===== config.mk =====
export PLATFORM = sky130hd
export DESIGN_NAME = dcsk_tx_framer
export DESIGN_NICKNAME = d
export VERILOG_FILES = /design/src/rtl/dcsk_tx_framer.sv
export SDC_FILE = /design/constraint.sdc
export NUM_CORES = 1
export LEC_CHECK = 0
export CAP_MARGIN = 20
export CORE_MARGIN = 2
export CORE_UTILIZATION = 50
export CTS_BUF_LIST = sky130_fd_sc_hd__clkbuf_4 sky130_fd_sc_hd__clkbuf_8
export DETAILED_ROUTE_END_ITERATION = 10
export PLACE_DENSITY_LB_ADDON = 0.1
export SYNTH_ARGS = -nofsm -noshare
export SYNTH_HDL_FRONTEND = slang
export SYNTH_SLANG_ARGS = --single-unit

===== constraint.sdc =====
create_clock -name i_clk -period 4.2 [get_ports i_clk]
set_clock_uncertainty 0.15 [all_clocks]
set_input_delay 0.84 -clock i_clk [delete_from_list [all_inputs] [get_ports i_clk]]
set_output_delay 0.84 -clock i_clk [all_outputs]
set_load 0.05 [all_outputs]

===== src/rtl/dcsk_tx_framer.sv =====
// dcsk_tx_framer: DCSK serial chip framer (LFSR reference half, XNOR-keyed info half).
// Define DCSK_TX_PARITY_EN to append an even-parity symbol after the message bits.
module dcsk_tx_framer #(
    parameter int MSG_W  = 32,
    parameter int SF_MAX = 32,
    localparam int SF_W  = $clog2(SF_MAX) + 1
) (
    input  logic             i_clk,
    input  logic             i_arst,
    input  logic [15:0]      i_seed,
    input  logic             i_load_seed,
    input  logic [SF_W-1:0]  i_sf,
    input  logic [MSG_W-1:0] i_msg,
    input  logic             i_valid,
    output logic             o_ready,
    input  logic             i_abort,
    output logic             o_tx,
    output logic             o_tx_valid,
    output logic             o_busy,
    output logic             o_done
);
`ifdef DCSK_TX_PARITY_EN
    localparam int NBITS = MSG_W + 1;
`else
    localparam int NBITS = MSG_W;
`endif
    localparam int IDX_W = $clog2(SF_MAX);
    localparam int BIT_W = $clog2(NBITS + 1);

    typedef enum logic [1:0] {IDLE, REF, INFO, DONE} state_t;

    state_t           r_state, w_next;
    logic [15:0]      r_lfsr;
    logic [IDX_W-1:0] r_chip;
    logic [BIT_W-1:0] r_bit;
    logic [SF_W-1:0]  r_sf;
    logic [MSG_W-1:0] r_msg;
    logic             r_buf [SF_MAX];
    logic [NBITS-1:0] w_bits;
    logic [SF_W-1:0]  w_sf;
    logic             w_accept, w_last_chip, w_last_bit, w_msg_bit;

`ifdef DCSK_TX_PARITY_EN
    assign w_bits = {^r_msg, r_msg};
`else
    assign w_bits = r_msg;
`endif
    assign w_msg_bit   = |(w_bits & (NBITS'(1) << r_bit));
    assign w_accept    = i_valid && r_state == IDLE && !i_abort;
    assign w_sf        = (i_sf < SF_W'(2)) ? SF_W'(2) : (i_sf > SF_W'(SF_MAX)) ? SF_W'(SF_MAX) : i_sf;
    assign w_last_chip = {1'b0, r_chip} == r_sf - SF_W'(1);
    assign w_last_bit  = r_bit == BIT_W'(NBITS - 1);

    always_ff @(posedge i_clk or posedge i_arst) begin
        if (i_arst) r_state <= IDLE;
        else        r_state <= w_next;
    end

    always_comb begin
        w_next     = r_state;
        o_ready    = r_state == IDLE;
        o_tx_valid = r_state == REF || r_state == INFO;
        o_busy     = r_state != IDLE;
        o_done     = r_state == DONE;
        o_tx       = r_state == REF ? r_lfsr[0] : r_state == INFO ? ~(r_buf[r_chip] ^ w_msg_bit) : 1'b0;
        if (r_state == IDLE)      w_next = w_accept ? REF : IDLE;
        else if (i_abort)         w_next = IDLE;
        else if (r_state == REF)  w_next = w_last_chip ? INFO : REF;
        else if (r_state == INFO) w_next = w_last_chip ? (w_last_bit ? DONE : REF) : INFO;
        else                      w_next = IDLE;
    end

    always_ff @(posedge i_clk or posedge i_arst) begin
        if (i_arst) begin
            r_lfsr <= 16'hACE1;
            r_chip <= '0;
            r_bit  <= '0;
            r_sf   <= '0;
            r_msg  <= '0;
        end else begin
            // an all-zero LFSR would lock up, so a zero seed becomes 1
            if (r_state == IDLE && i_load_seed) r_lfsr <= (i_seed == 16'h0) ? 16'h0001 : i_seed;
            if (r_state == REF) r_lfsr <= {r_lfsr[0] ^ r_lfsr[2] ^ r_lfsr[3] ^ r_lfsr[5], r_lfsr[15:1]};
            if (w_accept) begin
                r_msg  <= i_msg;
                r_sf   <= w_sf;
                r_chip <= '0;
                r_bit  <= '0;
            end else if (o_tx_valid) begin
                r_chip <= w_last_chip ? '0 : r_chip + IDX_W'(1);
                if (r_state == INFO && w_last_chip) r_bit <= r_bit + BIT_W'(1);
            end
        end
    end

    always_ff @(posedge i_clk) begin
        if (r_state == REF) r_buf[r_chip] <= r_lfsr[0];
    end
endmodule

==> PnR_summary.wiki <==
{| class="wikitable"
! Metric !! Value
|-
| Result of the run || complete, no violations
|-
| Global route overflow || 0
|-
| Post-place setup slack || about 0.42 ns
|-
| Number of CTS-inserted buffers || 9
|-
| Post-detailed-route DRC marker count || 0
|-
| Mapped Area || around 0.0051 mm2
|-
| Via count of the first global-routing pass || ~3700
|-
| Detailed Routing Iterations Pass 1 || 4
|-
| Number of max-capacitance violations reported || 0
|-
| Portion of synthesized cell area occupied by the leading cell type || 0.292
|-
| Die Wd || 105 um
|-
| Number of flops mapped to enable cells by yosys || 32
|-
| Highest Clock Rate || approximately 250 MHz
|-
| Async set or reset register ratio after synthesis || 0.677
|-
| Clk sink count || 99
|-
| Average size of a mapped cell || around 10 um2
|-
| Area of the multi-input gates || roughly 0.0022 mm2
|-
| Final critical delay including setup and external delays || around 3.9 ns
|-
| Register bit total from synthesis || about 100
|-
| Slew at the pin closest to its max-slew limit || between 0.8 and 0.9 ns
|-
| Mapped Nets || between 500 and 600
|-
| P&R area growth vs syn || 19.1%
|-
| Standard-cell row count || 36
|-
| Crit path arrival time || between 2 and 3 ns
|-
| PortBufs || 63
|-
| Via/cell ratio || 5.27
|-
| Number of instances in the synthesized netlist || 501
|-
| Count of endpoints failing setup in the final report || 0
|-
| Endpoint kind of the worst setup timing path || output pin
|-
| CTS Buffer Depth || 2
|-
| H-tree levels || 3
|-
| Core area || roughly 0.01 mm2
|-
| Worst IR drop on VDD || between 150 and 200 uV
|-
| Share of post-route cells with drive strength above 1 || 0.110
|-
| Post-synthesis cell type count || 62
|-
| DP HPWL || about 7300 um
|-
| Fraction of the yosys area taken by sequential cells || 0.524
|-
| Max Transition Viols Final || 0
|-
| CTS tree || yes
|-
| Final Net Count || approximately 630
|-
| Drt initial violations || approximately 110
|-
| Detail-routed net length per standard cell || ~15 um
|-
| Global-route wire length before repair || about 18000 um
|-
| Post-route worst setup slack || 0.260 ns
|-
| Post-Route Setup TNS || 0 ns
|-
| Sum of routed wire length over all layers || 10400 um
|-
| Count of warnings emitted by yosys || 0
|-
| Headroom to the max-slew limit || 0.413
|-
| Clk Latency, worst-skew pair || between 0.3 and 0.4 ns
|-
| Routed Antenna Nets || 0
|-
| Register cell area after layout || ~0.0026 mm2
|-
| Antenna violations before repair || 0
|-
| Total number of vias || roughly 3700
|-
| Kind of critical path || flop to output pin
|-
| Postcts setup bufs || 0
|-
| Initial standard-cell utilization of the core || 0.517
|-
| Crit path required time || around 3.2 ns
|-
| Leading post-synthesis cells by cell area || sky130_fd_sc_hd__dfrtp_1, sky130_fd_sc_hd__edfxtp_1, sky130_fd_sc_hd__nand2_1
|-
| Type of element launching the critical path || flop
|-
| Class of the tightest hold or removal check || flop to flop
|-
| Most repeated cell in the gate-level netlist after synthesis || sky130_fd_sc_hd__nand2_1
|-
| Part of the cycle the worst path needs || 0.938
|-
| Worst-path clk slew || about 0.10 ns
|-
| Clock tree root driver cell || sky130_fd_sc_hd__clkbuf_8
|-
| Pleak || 2.51 nW
|-
| Unrepaired setup endpoints after global routing || false
|-
| Die footprint || ~0.011 mm2
|-
| Overall global routing resource usage || 0.200
|-
| Post-synth top cells || sky130_fd_sc_hd__nand2_1, sky130_fd_sc_hd__dfrtp_1, sky130_fd_sc_hd__nor2_1, sky130_fd_sc_hd__edfxtp_1, sky130_fd_sc_hd__o21ai_0
|-
| Area leader, netlist || sky130_fd_sc_hd__dfrtp_1
|-
| Dominant register cell in the synthesized netlist || sky130_fd_sc_hd__dfrtp_1
|-
| I/O pin count || 64
|-
| Pin count of the biggest net entering global routing || 50
|-
| Final weighted congestion of routability-driven global placement || about 0.9
|-
| Inserted Diodes || 0
|-
| Vertical extent of the die || between 100 and 150 um
|-
| Highest net fanout along the worst path || 7
|-
| Cell area power density || 414 mW/mm2
|-
| Final Hold Violating Endpoints || 0
|-
| Filler Cells Inserted || between 800 and 900
|}
-- worst max-delay path, stage by stage, from the launching register on --
cell,delay [ns]
sky130_fd_sc_hd__dfrtp_1,0.47
sky130_fd_sc_hd__ha_1,0.27
sky130_fd_sc_hd__ha_1,0.25
sky130_fd_sc_hd__a22o_1,0.25
sky130_fd_sc_hd__a311oi_1,0.24
sky130_fd_sc_hd__o211ai_1,0.14
sky130_fd_sc_hd__o2111a_1,0.26
sky130_fd_sc_hd__a221o_1,0.27
sky130_fd_sc_hd__dlygate4sd2_1,0.43
-- state kept, by name, summed over array words and instances (netlist names) --
register	count
r_msg	32
r_state	2
r_bit	6
r_sf	6
r_buf	32
r_lfsr	16
r_chip	5
-- logic make-up (layout without fill, tap and decap cells) --
| group | after synthesis | after routing | share of synthesized area |
|---|---|---|---|
| XOR/XNOR | 11 | 11 | 0.0206 |
| multiplexers | 33 | 33 | 0.0780 |
| adder cells (fa/ha/maj) | 15 | 15 | 0.0371 |
| buffers and inverters | 42 | 103 | 0.0374 |
| AO/OA/AOI/OAI | 68 | 68 | 0.0956 |
| AND/OR/NAND/NOR | 233 | 233 | 0.207 |
| flip-flops | 99 | 99 | 0.524 |
-- stage by stage --
step                       util  hold WS (ns)  power, mW  instance area [um2]  std cells
after global routing      0.616         0.359       2.63                 6020        695
after global placement    0.591         0.312       1.80                 5780        678
after floorplan               -         0.287       1.65                 5050        501
after detailed placement  0.591         0.315       1.82                 5780        678
final                     0.616         0.338       2.49                 6020        695
after CTS                 0.614         0.338       2.51                 6000        694
-- repair_timing --
| action | 4_1_cts | 5_1_grt |
|---|---|---|
| gates resized for setup | 1 | 0 |
| hold buffers | 0 | 0 |
| endpoints found under the setup margin | 1 | 0 |
-- cells in the final DEF, fill, tap and decap left out, drive strengths merged, types with 4 or more instances in the layout --
cell / n
nand2: 136
clkdlybuf4s50: 62
dfrtp: 59
nor2: 45
edfxtp: 32
o21ai: 26
mux2i: 18
inv: 17
ha: 15
nand3: 12
mux2: 11
clkbuf: 10
xnor2: 9
o22ai: 8
dfstp: 8
buf: 8
nand3b: 7
nor3: 7
nor4: 6
o211ai: 5
a21oi: 5
a211o: 4
mux4: 4
-- final cells by class --
type                    instances  share of cell area
well taps                     133              0.0276
inverters                      16             0.00998
clock inverters                 6              0.0145
multi-input cells             360               0.369
clock buffers                  10              0.0229
repair buffers                 71               0.117
flip-flops and latches         99               0.440
-- power by group --
part | leakage (nW) | switching [mW] | total (mW) | internal, mW
Clock | 0.117 | 0.340 | 0.693 | 0.353
Sequential | 1.12 | 0.116 | 1.26 | 1.15
Combinational | 1.27 | 0.277 | 0.537 | 0.260
Total | 2.51 | 0.734 | 2.49 | 1.76
-- metal layers --
metal | share of wire | routed length [um] | GRT usage | vias to the layer above
met1 | 0.46 | 4740 | 0.264 | 1753
met2 | 0.50 | 5190 | 0.336 | 58
met3 | 0.029 | 297 | 0.0269 | 12
li1 | - | - | - | 1842
met5 | 0 | 0 | 0 | -
met4 | 0.017 | 182 | 0.0782 | 0
-- worst paths after layout --
kind / to / cells after the start / slack [ns] / from
min in group asynchronous: r_msg[22] / 2 / 0.55 / i_arst
worst max register to register: r_chip[4] / 7 / 1.83 / r_state[0]
worst max-delay path: o_tx / 8 / 0.26 / r_bit[0]
worst min register to register: r_msg[6] / 2 / 0.34 / r_msg[6]
worst min-delay path: r_msg[6] / 2 / 0.34 / r_msg[6]
max in group asynchronous: r_msg[0] / 4 / 2.63 / i_arst
Note: power is estimated with default switching activity, not from simulation.
